<file path="src/rtl/change_dispenser_if.sv">
// Bundles the change_dispenser request inputs and its status/eject outputs.
// master: the requester (drives change_valid/change_amt, observes the rest).
// slave : the dispenser (the reverse).
// Optional macro CHANGE_DISPENSER_NICKEL_EN adds nickel_eject.
interface change_dispenser_if;
   logic        change_valid;
   logic [11:0] change_amt;
   logic        busy;
   logic        dollar_eject;
   logic        quarter_eject;
`ifdef CHANGE_DISPENSER_NICKEL_EN
   logic        nickel_eject;
`endif
   logic [11:0] remaining;
   logic [4:0]  leftover;
   logic        done;
   logic        drop;

`ifdef CHANGE_DISPENSER_NICKEL_EN
   modport master (output change_valid, change_amt,
                   input  busy, dollar_eject, quarter_eject, nickel_eject,
                          remaining, leftover, done, drop);
   modport slave  (input  change_valid, change_amt,
                   output busy, dollar_eject, quarter_eject, nickel_eject,
                          remaining, leftover, done, drop);
`else
   modport master (output change_valid, change_amt,
                   input  busy, dollar_eject, quarter_eject,
                          remaining, leftover, done, drop);
   modport slave  (input  change_valid, change_amt,
                   output busy, dollar_eject, quarter_eject,
                          remaining, leftover, done, drop);
`endif
endinterface

</file>
<file path="src/rtl/change_dispenser.sv">
// Coin change dispenser: takes a cent amount and ejects dollar and quarter
// coins (plus nickels when CHANGE_DISPENSER_NICKEL_EN is defined) as timed
// pulses, largest coin first, then reports the undispensable residue.
// Ports:
//   clk    - clock, rising edge
//   reset  - synchronous active-high reset
//   bus    - change_dispenser_if.slave: change_valid/change_amt request in;
//            busy, *_eject, remaining, leftover, done, drop out (all registered)
// Parameters: PULSE_CYCLES (eject high time), GAP_CYCLES (low time between coins).
module change_dispenser #(
   parameter int unsigned PULSE_CYCLES = 4,
   parameter int unsigned GAP_CYCLES   = 2
) (
   input  logic                clk,
   input  logic                reset,
   change_dispenser_if.slave   bus
);
   localparam int unsigned AMT_W  = 12;
   localparam int unsigned CNT_W  = 8;
   localparam int unsigned LEFT_W = 5;

   localparam logic [AMT_W-1:0] DOLLAR_C  = AMT_W'(100);
   localparam logic [AMT_W-1:0] QUARTER_C = AMT_W'(25);
`ifdef CHANGE_DISPENSER_NICKEL_EN
   localparam logic [AMT_W-1:0] NICKEL_C  = AMT_W'(5);
`endif
   localparam logic [CNT_W-1:0] PULSE_LOAD = CNT_W'(PULSE_CYCLES - 1);
   localparam logic [CNT_W-1:0] GAP_LOAD   = CNT_W'(GAP_CYCLES - 1);

   typedef enum logic [2:0] {
      IDLE   = 3'd0,
      SELECT = 3'd1,
      PULSE  = 3'd2,
      GAP    = 3'd3,
      DONE   = 3'd4
   } state_t;

   state_t           state;
   logic [CNT_W-1:0] cnt;

   // Dispense sequencer; all outputs are registered here.
   always_ff @(posedge clk) begin
      if (reset) begin
         state              <= IDLE;
         cnt                <= '0;
         bus.busy           <= 1'b0;
         bus.dollar_eject   <= 1'b0;
         bus.quarter_eject  <= 1'b0;
`ifdef CHANGE_DISPENSER_NICKEL_EN
         bus.nickel_eject   <= 1'b0;
`endif
         bus.remaining      <= '0;
         bus.leftover       <= '0;
         bus.done           <= 1'b0;
         bus.drop           <= 1'b0;
      end else begin
         bus.done <= 1'b0;
         // Requests arriving outside IDLE (including the DONE cycle) are refused.
         bus.drop <= bus.change_valid && (state != IDLE);

         case (state)
            IDLE: begin
               if (bus.change_valid) begin
                  bus.remaining <= bus.change_amt;
                  bus.leftover  <= '0;
                  bus.busy      <= 1'b1;
                  state         <= SELECT;
               end
            end

            // Largest coin that fits; subtraction cannot underflow by construction.
            SELECT: begin
               if (bus.remaining >= DOLLAR_C) begin
                  bus.remaining    <= bus.remaining - DOLLAR_C;
                  bus.dollar_eject <= 1'b1;
                  cnt              <= PULSE_LOAD;
                  state            <= PULSE;
               end else if (bus.remaining >= QUARTER_C) begin
                  bus.remaining     <= bus.remaining - QUARTER_C;
                  bus.quarter_eject <= 1'b1;
                  cnt               <= PULSE_LOAD;
                  state             <= PULSE;
`ifdef CHANGE_DISPENSER_NICKEL_EN
               end else if (bus.remaining >= NICKEL_C) begin
                  bus.remaining    <= bus.remaining - NICKEL_C;
                  bus.nickel_eject <= 1'b1;
                  cnt              <= PULSE_LOAD;
                  state            <= PULSE;
`endif
               end else begin
                  bus.done      <= 1'b1;
                  bus.busy      <= 1'b0;
                  bus.leftover  <= bus.remaining[LEFT_W-1:0];
                  bus.remaining <= '0;
                  state         <= DONE;
               end
            end

            PULSE: begin
               if (cnt == '0) begin
                  bus.dollar_eject  <= 1'b0;
                  bus.quarter_eject <= 1'b0;
`ifdef CHANGE_DISPENSER_NICKEL_EN
                  bus.nickel_eject  <= 1'b0;
`endif
                  cnt   <= GAP_LOAD;
                  state <= GAP;
               end else begin
                  cnt <= cnt - CNT_W'(1);
               end
            end

            GAP: begin
               if (cnt == '0) begin
                  state <= SELECT;
               end else begin
                  cnt <= cnt - CNT_W'(1);
               end
            end

            DONE: begin
               state <= IDLE;
            end

            default: begin
               state <= IDLE;
            end
         endcase
      end
   end
endmodule

</file>
<file path="src/flat_wrapper.sv">
// flat-port wrapper written by rule: the top's interface ports become plain ports
module change_dispenser_flat 
#(
   parameter int unsigned PULSE_CYCLES = 4,
   parameter int unsigned GAP_CYCLES   = 2
)
  (clk, reset, bus_change_valid, bus_change_amt, bus_busy, bus_dollar_eject, bus_quarter_eject, bus_remaining, bus_leftover, bus_done, bus_drop);
  change_dispenser_if bus_i ();
  input  logic clk;
  input  logic reset;
  input wire logic [$bits(bus_i.change_valid)-1:0] bus_change_valid;
  input wire logic [$bits(bus_i.change_amt)-1:0] bus_change_amt;
  output wire logic [$bits(bus_i.busy)-1:0] bus_busy;
  output wire logic [$bits(bus_i.dollar_eject)-1:0] bus_dollar_eject;
  output wire logic [$bits(bus_i.quarter_eject)-1:0] bus_quarter_eject;
  output wire logic [$bits(bus_i.remaining)-1:0] bus_remaining;
  output wire logic [$bits(bus_i.leftover)-1:0] bus_leftover;
  output wire logic [$bits(bus_i.done)-1:0] bus_done;
  output wire logic [$bits(bus_i.drop)-1:0] bus_drop;
  assign bus_i.change_valid = bus_change_valid;
  assign bus_i.change_amt = bus_change_amt;
  assign bus_busy = bus_i.busy;
  assign bus_dollar_eject = bus_i.dollar_eject;
  assign bus_quarter_eject = bus_i.quarter_eject;
  assign bus_remaining = bus_i.remaining;
  assign bus_leftover = bus_i.leftover;
  assign bus_done = bus_i.done;
  assign bus_drop = bus_i.drop;
  change_dispenser #(.PULSE_CYCLES(PULSE_CYCLES), .GAP_CYCLES(GAP_CYCLES)) u_core (.clk(clk), .reset(reset), .bus(bus_i));
endmodule
</file>
<file path="config.mk">
export PLATFORM = sky130hd
export DESIGN_NAME = change_dispenser_flat
export DESIGN_NICKNAME = d
export VERILOG_FILES = /design/src/rtl/change_dispenser_if.sv /design/src/rtl/change_dispenser.sv /design/src/flat_wrapper.sv
export SDC_FILE = /design/constraint.sdc
export NUM_CORES = 1
export LEC_CHECK = 0
export CAP_MARGIN = 20
export CELL_PAD_IN_SITES_DETAIL_PLACEMENT = 0
export CELL_PAD_IN_SITES_GLOBAL_PLACEMENT = 1
export CORE_UTILIZATION = 35
export CTS_BUF_LIST = sky130_fd_sc_hd__clkbuf_16
export DETAILED_ROUTE_END_ITERATION = 10
export GPL_ROUTABILITY_DRIVEN = 0
export PLACE_DENSITY = 0.75
export SLEW_MARGIN = 20
export SYNTH_ARGS = -nofsm -noshare
export SYNTH_HDL_FRONTEND = slang
export SYNTH_SLANG_ARGS = --single-unit
export TNS_END_PERCENT = 20
</file>
<file path="constraint.sdc">
create_clock -name clk -period 3.8 [get_ports clk]
set_clock_uncertainty 0.15 [all_clocks]
set_input_delay 0.76 -clock clk [delete_from_list [all_inputs] [get_ports clk]]
set_output_delay 0.76 -clock clk [all_outputs]
set_load 0.1 [all_outputs]
</file>
; ---- Word-level counts from Yosys, hierarchy flattened
; Cells that the tools add are included.
[word_totals]
reg_bits = 33
in_bits = 15
output_inout_bits = 22
elab_cells = 71
[classes]
n_addsub = 3
magnitude_cmp = 2
n_eq_ne = 12
n_mux = 30
bitwise_logic = 1
reduce_logical = 14
[ops]
columns = op, n
row1 = 2-to-1 mux 12 bit, 3
row2 = 2-to-1 mux 8 bit, 4
row3 = one-hot mux 12 bit (2 select lines), 1
row4 = one-hot mux 8 bit (3 select lines), 1
row5 = 2-to-1 mux 3 bit, 5
row6 = 2-to-1 mux 5 bit, 3
row7 = greater-or-equal comparator 12 x 5 -> 1 bit (second input constant), 1
row8 = greater-or-equal comparator 12 x 7 -> 1 bit (second input constant), 1
row9 = one-hot mux 3 bit (4 select lines), 1
row10 = subtractor 12 x 5 -> 12 bit (second input constant), 1
row11 = subtractor 12 x 7 -> 12 bit (second input constant), 1
row12 = one-hot mux 5 bit (2 select lines), 1
row13 = AND reduction 3 bit, 3
row14 = zero test 8 bit, 1
row15 = 2-to-1 mux 1 bit, 8
row16 = != test 2 x 1 -> 1 bit (second input constant), 4
row17 = != test 2 bit (second input constant), 4
row18 = AND reduction 4 bit, 2
row19 = subtractor 8 x 1 -> 8 bit (second input constant), 1
row20 = equality test 3 x 2 -> 1 bit (second input constant), 2
row21 = one-hot mux 1 bit (2 select lines), 3
row22 = nonzero test 3 bit, 2
row23 = nonzero test 2 bit, 2
row24 = equality test 3 x 1 -> 1 bit (second input constant), 1
row25 = 6 further kinds, 6

; ---- Logic depth before layout (Yosys ltp)
; Gate-level depths: netlist (run 1).
[depth]
ltp_word = 4
ltp_mapped = 8
depth_no_buf = 7

; ---- Least setup slack after synthesis (run 1)
; No wires, ideal clock.
[synth_path]
kind = register to register
startpoint = reg u_core.bus.remaining[1] (netlist bit)
endpoint = reg u_core.bus.leftover[2] (netlist bit)
setup_time_ps = 71
arrival_time_ps = 2592
required_time_ps = 3579
slack_ps = 987
path_stages_with_launch = 8
path_buffers = 0
period_less_slack_ps = 2813
cell_sequence = dfxtp_1 -> inv_1 -> ha_1 -> or3b_2 -> a21o_1 -> o21ai_1 -> nand3_1 -> a21oi_1
[synth_via]
elab_chain_cells = 3
word_cells_on_any_way = 5
cone_classes = order compare: 2 / eq/ne: 2 / reduce/logical: 1
[synth_rtl]
columns = element, line
row1 = "start, declared", change_dispenser_if.sv:32  ; remaining, leftover, done, drop);
row2 = "start signal, assigned", change_dispenser.sv:64  ; bus.remaining <= bus.change_amt;
row3 = "start signal, assigned", change_dispenser.sv:74  ; bus.remaining <= bus.remaining - DOLLAR_C;
row4 = "start signal, assigned", change_dispenser.sv:79  ; bus.remaining <= bus.remaining - QUARTER_C;
row5 = greater-or-equal comparator 12 x 7 -> 1 bit / greater-or-equal comparator 12 x 5 -> 1 bit (equally long branches), "change_dispenser.sv:73, change_dispenser.sv:78"
row6 = != test 2 bit (no source line), -
row7 = AND reduction 4 bit (no source line) (*), -
row8 = "end signal, assigned", change_dispenser.sv:93  ; bus.leftover <= bus.remaining[LEFT_W-1:0];
row9 = "end, declared", change_dispenser_if.sv:32
; Every way passes the cells marked *; elsewhere a longest branch is shown, timed or not.
; A chain may end at the register's enable or synchronous reset.

; ---- Worst setup path in the final report (run 1)
[layout_path]
startpoint = reg u_core.bus.remaining[6] (netlist bit)
endpoint = out bus_remaining[6]
[layout_rtl]
columns = element, line
row1 = "end, declared", flat_wrapper.sv:16  ; output wire logic [$bits(bus_i.remaining)-1:0] bus_remaining;
; No word-level cell between the ends.

==> impl_metrics.toml, run 1 <==
[sta]
period_share_pct = 75.8
hold_viol_final = 0
worst_slack_ps = 921
slew_headroom_pct = 34.0
setup_violations = 0
fin_setup_tns_ps = 0
slew_violations = 0
max_freq_mhz = 347
post-route-min-period_ps = 2880
timing.hold.ws_ps = 307
rsz0062_at_grt = "false"
worst_slew_pin_slew_ps = 987

[critical_path]
reg2reg_from = "u_core.bus.remaining[8]$_SDFFE_PP0P_"
critPathSlowestCell = "clkdlybuf4s50_1"
endpoint = "bus_remaining[6]"
r2r_end = "u_core.bus.remaining[9]$_SDFFE_PP0P_"
crit_type = "reg2out"
path_depth = 1
arrival_ps = 1970
crit_start = "u_core.bus.remaining[6]$_SDFFE_PP0P_"
startpoint_type = "register"
slowest_delay_ps = 1190
critical_path.max_fanout = 10
worst_ep_required_time_ps = 2890
crit_chain = "clkdlybuf4s50_1"
r2r_slack_ps = 1400
path_buf_inv = 1
ff2ff_path_depth = 5
crit_family = "buffers and inverters"
end_kind = "primary output"

[logic_synthesis]
syn_inst = 263
synth_most_common_cell = "dfxtp_1"
avgSynthCellArea_sq_um = 7.97
synth_top_area_cell = "dfxtp_1"
synth_compound_area_share_pct = 26.1
syn_nets = 286
synth_ff_type = "dfxtp_1"
synth_commonest_cells = "33 x dfxtp_1, 30 x nand2_1, 18 x a21oi_1, 15 x nor2_1, 13 x nor3_1"
synthSimpleGateAreaFrac_pct = 25.8
synthXorXnorAreaFrac_pct = 3.76
synth_edf_count = 0
synthMuxAreaShare_pct = 2.93
synth-seq-cells = 33
ys_async_sr_fraction_pct = 0
synthAdderAreaFrac_pct = 4.78
synth_top_family_by_area = "compound AO/OA/AOI/OAI gates"
synth.area.top_cells = "dfxtp_1 32%, nand2_1 5.4%, ha_1 4.8%"
yosysWarnings = 0
yosysTopAreaCellShare_pct = 31.5
synth_area_sq_mm = 0.00210
ys_types = 54
ys_seq_area_share_pct = 31.5

[floorplan]
initial_utilization_pct = 37.1
core_area_sq_mm = 0.00564
std_cell_rows = 27
die_x_um = 79.4
io_pins = 37
die_area_sq_mm = 0.00630
die_height_um = 79.4

[clocking]
cts_hold_buf = 0
cts_resized = 0
cts_setup_buffers = 0
clk_pin_slew_ps = 60
clk_latency_ps = 280
clock_sinks = 33
cts_tree = "yes"
cts_buffers = 5
htreeDepth = 2
clockBufferDepth = 2
root_buffer = "clkbuf_16"

[drt]
wl_per_cell_um = 15.7
ant_nets = 0
drtIter0Drc = 116
drc = 0
via_per_inst = 5.54
wirelength_mm = 5.74
vias = 2029
drtPass1Iterations = 4

[power_and_ir_drop]
p_leak_uw = 0.000951
p_switching_uw = 1350
seqPwrFrac_pct = 21.8
p_clk_share_pct = 20.3
ir_drop_mv = 0.408
p_comb_share_pct = 58.0
power.density_mw_per_mm2 = 986
power.internal_uw = 1300
p_sw_share_pct = 50.9

[place]
post-place-ws_ps = 1230
hpwl_mm = 3.92
placedCellCount = 358
io_buffers = 36

[global_route]
gr-usage-all-layers_pct = 19.7
grt_pass1_vias = 1834
grt_pass1_wl_mm = 9.45
grt_max_degree = 19
antenna_found_initial = 0
grt-ovfl-total = 0

[layout]
fin_util_pct = 47.6
area_growth_pct = 28.1
multi_input_area_sq_mm = 0.00133
register_area_sq_um = 661
antenna_cells = 0
finish.net_count = 316
nFillCells = 542
drive_gt1_share_pct = 9.52
final_cells = 366

[run]
cap_violations = 0

[status]
outcome = "complete, no violations"

[min_path]
hold_class = "reg2reg"
[area by class of cell]
type | count | area share [%]
Inverter | 11 | 1.54
Sequential cell | 33 | 24.6
Clock buffer | 5 | 4.66
Clock inverter | 3 | 2.42
Timing Repair Buffer | 39 | 13.9
Tap cell | 72 | 3.36
Multi-Input combinational cell | 203 | 49.5
[worst reg2reg max path, stage by stage, from the launching register on]
cell      delay [ps]
dfxtp_1          380
nor4_1           650
nand2_1          210
nor3_2           440
a21oi_1          170
a221oi_1         290
[cell families after synthesis]
kind of cell               after synthesis
AOI/OAI and AO/OA                       80
and+or+nand+nor                        100
muxes                                    6
DFF                                     33
buffers and inverters                   27
adders and majority gates                8
xor gates and xnor gates                 9
[power groups by stage]
stage / sequential, uW / clock (uW) / combinational, uW
detailed placement: 581 / 0 / 1520
global placement: 581 / 0 / 1530
finish: 576 / 537 / 1530
global route: 596 / 559 / 1660
floorplan: 913 / 0 / 868
CTS: 576 / 545 / 1530
[worst min path at each step]
| stage | startpoint | end | slack, ps | depth (start not counted) |
|---|---|---|---|---|
| after CTS | u_core.bus.leftover[2]$_SDFFE_PP0P_ | u_core.bus.leftover[2]$_SDFFE_PP0P_ | 310 | 2 |
| after detailed placement | u_core.bus.leftover[0]$_SDFFE_PP0P_ | u_core.bus.leftover[0]$_SDFFE_PP0P_ | 290 | 2 |
| after global routing | u_core.bus.leftover[0]$_SDFFE_PP0P_ | u_core.bus.leftover[0]$_SDFFE_PP0P_ | 320 | 2 |
| final | u_core.bus.leftover[1]$_SDFFE_PP0P_ | u_core.bus.leftover[1]$_SDFFE_PP0P_ | 310 | 2 |
| after floorplan | u_core.cnt[0]$_SDFFE_PP0P_ | u_core.cnt[0]$_SDFFE_PP0P_ | 340 | 1 |
| after global placement | u_core.bus.leftover[0]$_SDFFE_PP0P_ | u_core.bus.leftover[0]$_SDFFE_PP0P_ | 290 | 2 |
[per-stage QoR]
step | instance area, sq um | power, uW
finish | 2680 | 2650
detailed placement | 2490 | 2100
global route | 2680 | 2820
floorplan | 2100 | 1780
global placement | 2490 | 2110
CTS | 2680 | 2650
[cells in the final DEF (no fill, tap or decap), types with 3 or more instances in the layout]
master,netlist,routed
nor3_1,13,13
nand2_1,30,30
o211ai_1,3,3
nor2b_1,4,4
ha_1,8,8
buf_4,0,7
clkdlybuf4s50_1,0,32
nand2b_1,4,4
a31oi_1,9,9
nor2_1,15,15
o21ai_1,3,3
dfxtp_1,33,33
o21ai_0,12,12
inv_1,11,11
a311oi_1,5,5
nor3b_1,3,3
a21oi_1,18,18
a221oi_1,6,6
xnor2_1,8,8
nand3_1,9,9
a211oi_1,3,3
clkbuf_16,0,5
mux2i_1,5,5
[sequential cells by signal (all words and copies together) (netlist names)]
register	flops
u_core.bus.done	1
u_core.bus.busy	1
u_core.bus.drop	1
u_core.state	3
u_core.bus.quarter_eject	1
u_core.cnt	8
u_core.bus.remaining	12
u_core.bus.dollar_eject	1
u_core.bus.leftover	5
[routing by layer]
metal / vias to the layer above / track usage, % / wire length [um]
li1: 1025 / - / -
met1: 944 / 28.0 / 2920
met2: 55 / 29.5 / 2400
met3: 5 / 4.69 / 364
met4: 0 / 5.45 / 54
met5: - / 0 / 0
No activity file was read; power rests on OpenSTA's default activity.
==> run 2: changes to the inputs <==
==> constraint.sdc (replaced) <==
create_clock -name clk -period 2.8 [get_ports clk]
set_clock_uncertainty 0.15 [all_clocks]
set_input_delay 0.56 -clock clk [delete_from_list [all_inputs] [get_ports clk]]
set_output_delay 0.56 -clock clk [all_outputs]
set_load 0.1 [all_outputs]
==> impl_metrics.toml, run 2 (synthesized netlist as in run 1, its figures left out) <==
[sta]
rsz0062_at_grt = "false"
slew_violations = 0
worst_slew_pin_slew_ps = 654
post-route-min-period_ps = 2310
setup_violations = 0
fin_setup_tns_ps = 0
worst_slack_ps = 495
hold_viol_final = 0
period_share_pct = 82.3
slew_headroom_pct = 56.3
max_freq_mhz = 434

[drt]
via_per_inst = 5.45
drtPass1Iterations = 4
ant_nets = 0
drc = 0
vias = 2028
drtIter0Drc = 94
wl_per_cell_um = 15.5
wirelength_mm = 5.76

[power_and_ir_drop]
power.density_mw_per_mm2 = 1310
ir_drop_mv = 0.609
p_leak_uw = 0.00100

[layout]
nFillCells = 577
multi_input_area_sq_mm = 0.00133
top_register = "u_core.bus.remaining"
finish.net_count = 322
reg.largest.list = "u_core.bus.remaining: 12 flops, u_core.cnt: 8 flops, u_core.bus.leftover: 5 flops"
antenna_cells = 0
final_common_cell = "dfxtp_1"
layout_common_cells = "32 x dfxtp_1, 31 x buf_4, 30 x nand2_1, 18 x a21oi_1, 15 x nor2_1"
design_area_sq_mm = 0.00266
area_growth_pct = 26.8
drive_gt1_share_pct = 17.0
largest_register_ffs = 12
register_area_sq_um = 662

[clocking]
root_buffer = "clkbuf_16"
cts_tree = "yes"
clockBufferDepth = 2
clk_pin_slew_ps = 50
htreeDepth = 2
clock_sinks = 33
cts_setup_buffers = 0
cts_buffers = 5
cts_resized = 0
cts_hold_buf = 0
clk_latency_ps = 270

[global_route]
grt_max_degree = 26
grt-ovfl-total = 0
antenna_found_initial = 0
gr-usage-all-layers_pct = 19.9
grt_pass1_wl_mm = 9.81
grt_pass1_vias = 1896

[critical_path]
end_kind = "register"
critical_path.max_fanout = 7
startpoint_type = "register"
crit_type = "reg2reg"
worst_ep_required_time_ps = 2790
arrival_ps = 2300

[floorplan]
std_cell_rows = 27
io_pins = 37
core_area_sq_mm = 0.00564
die_area_sq_mm = 0.00630
initial_utilization_pct = 37.1
die_height_um = 79.4
die_x_um = 79.4

[run]
cap_violations = 0

[place]
placed_area_sq_mm = 0.00249
hpwl_mm = 4.10
io_buffers = 36
post-place-ws_ps = 354

[status]
outcome = "complete, no violations"

[min_path]
hold_class = "reg2reg"
==> run 2: layout make-up <==
| cell class | count | share of cell area [%] |
|---|---|---|
| clock buffer | 5 | 4.71 |
| tap | 72 | 3.39 |
| clock inverter | 3 | 1.41 |
| sequential | 33 | 24.9 |
| inverter | 11 | 1.55 |
| multi-input combinational | 203 | 50.0 |
| timing repair buffer | 45 | 14.0 |
==> run 2: power by group <==
group | switching (uW) | internal [uW] | leakage, uW
sequential | 186 | 584 | 0.000270
combinational | 1430 | 683 | 0.000648
clock | 191 | 413 | 0.0000826
total | 1810 | 1680 | 0.00100
==> run 2: critical path, stage by stage (launching register included) <==
cell and delay, ps:
dfxtp_1 380, inv_1 110, ha_1 220, or3b_2 490, a21oi_1 270, nor3_2 150
a221oi_1 330, a311oi_1 90
==> run 2: through the flow <==
stage                     util, %  std cells  total power, uW  hold WS [ps]
after CTS                    47.1        372             3500           309
after global placement       44.2        364             2900           292
after detailed placement     44.2        364             2890           299
final                        47.1        372             3490           308
after global routing         47.1        372             3730           332
after floorplan                 -        263             2420           338
==> run 2: metal layers <==
layer	GRT usage (%)	wire, um	vias to the layer above
met3	3.54	264	8
met1	29.0	3030	929
met4	5.64	62	0
li1	-	-	1041
met2	29.7	2400	50
met5	0	0	-
==> run 2: worst paths after layout <==
| path | slack, ps | to | start | depth (start not counted) |
|---|---|---|---|---|
| min | 310 | u_core.bus.leftover[1]$_SDFFE_PP0P_ | u_core.bus.leftover[1]$_SDFFE_PP0P_ | 2 |
| min reg2reg | 310 | u_core.bus.leftover[1]$_SDFFE_PP0P_ | u_core.bus.leftover[1]$_SDFFE_PP0P_ | 2 |
| max | 490 | u_core.bus.remaining[4]$_SDFFE_PP0P_ | u_core.bus.remaining[0]$_SDFFE_PP0P_ | 7 |
| max reg2reg | 490 | u_core.bus.remaining[4]$_SDFFE_PP0P_ | u_core.bus.remaining[0]$_SDFFE_PP0P_ | 7 |
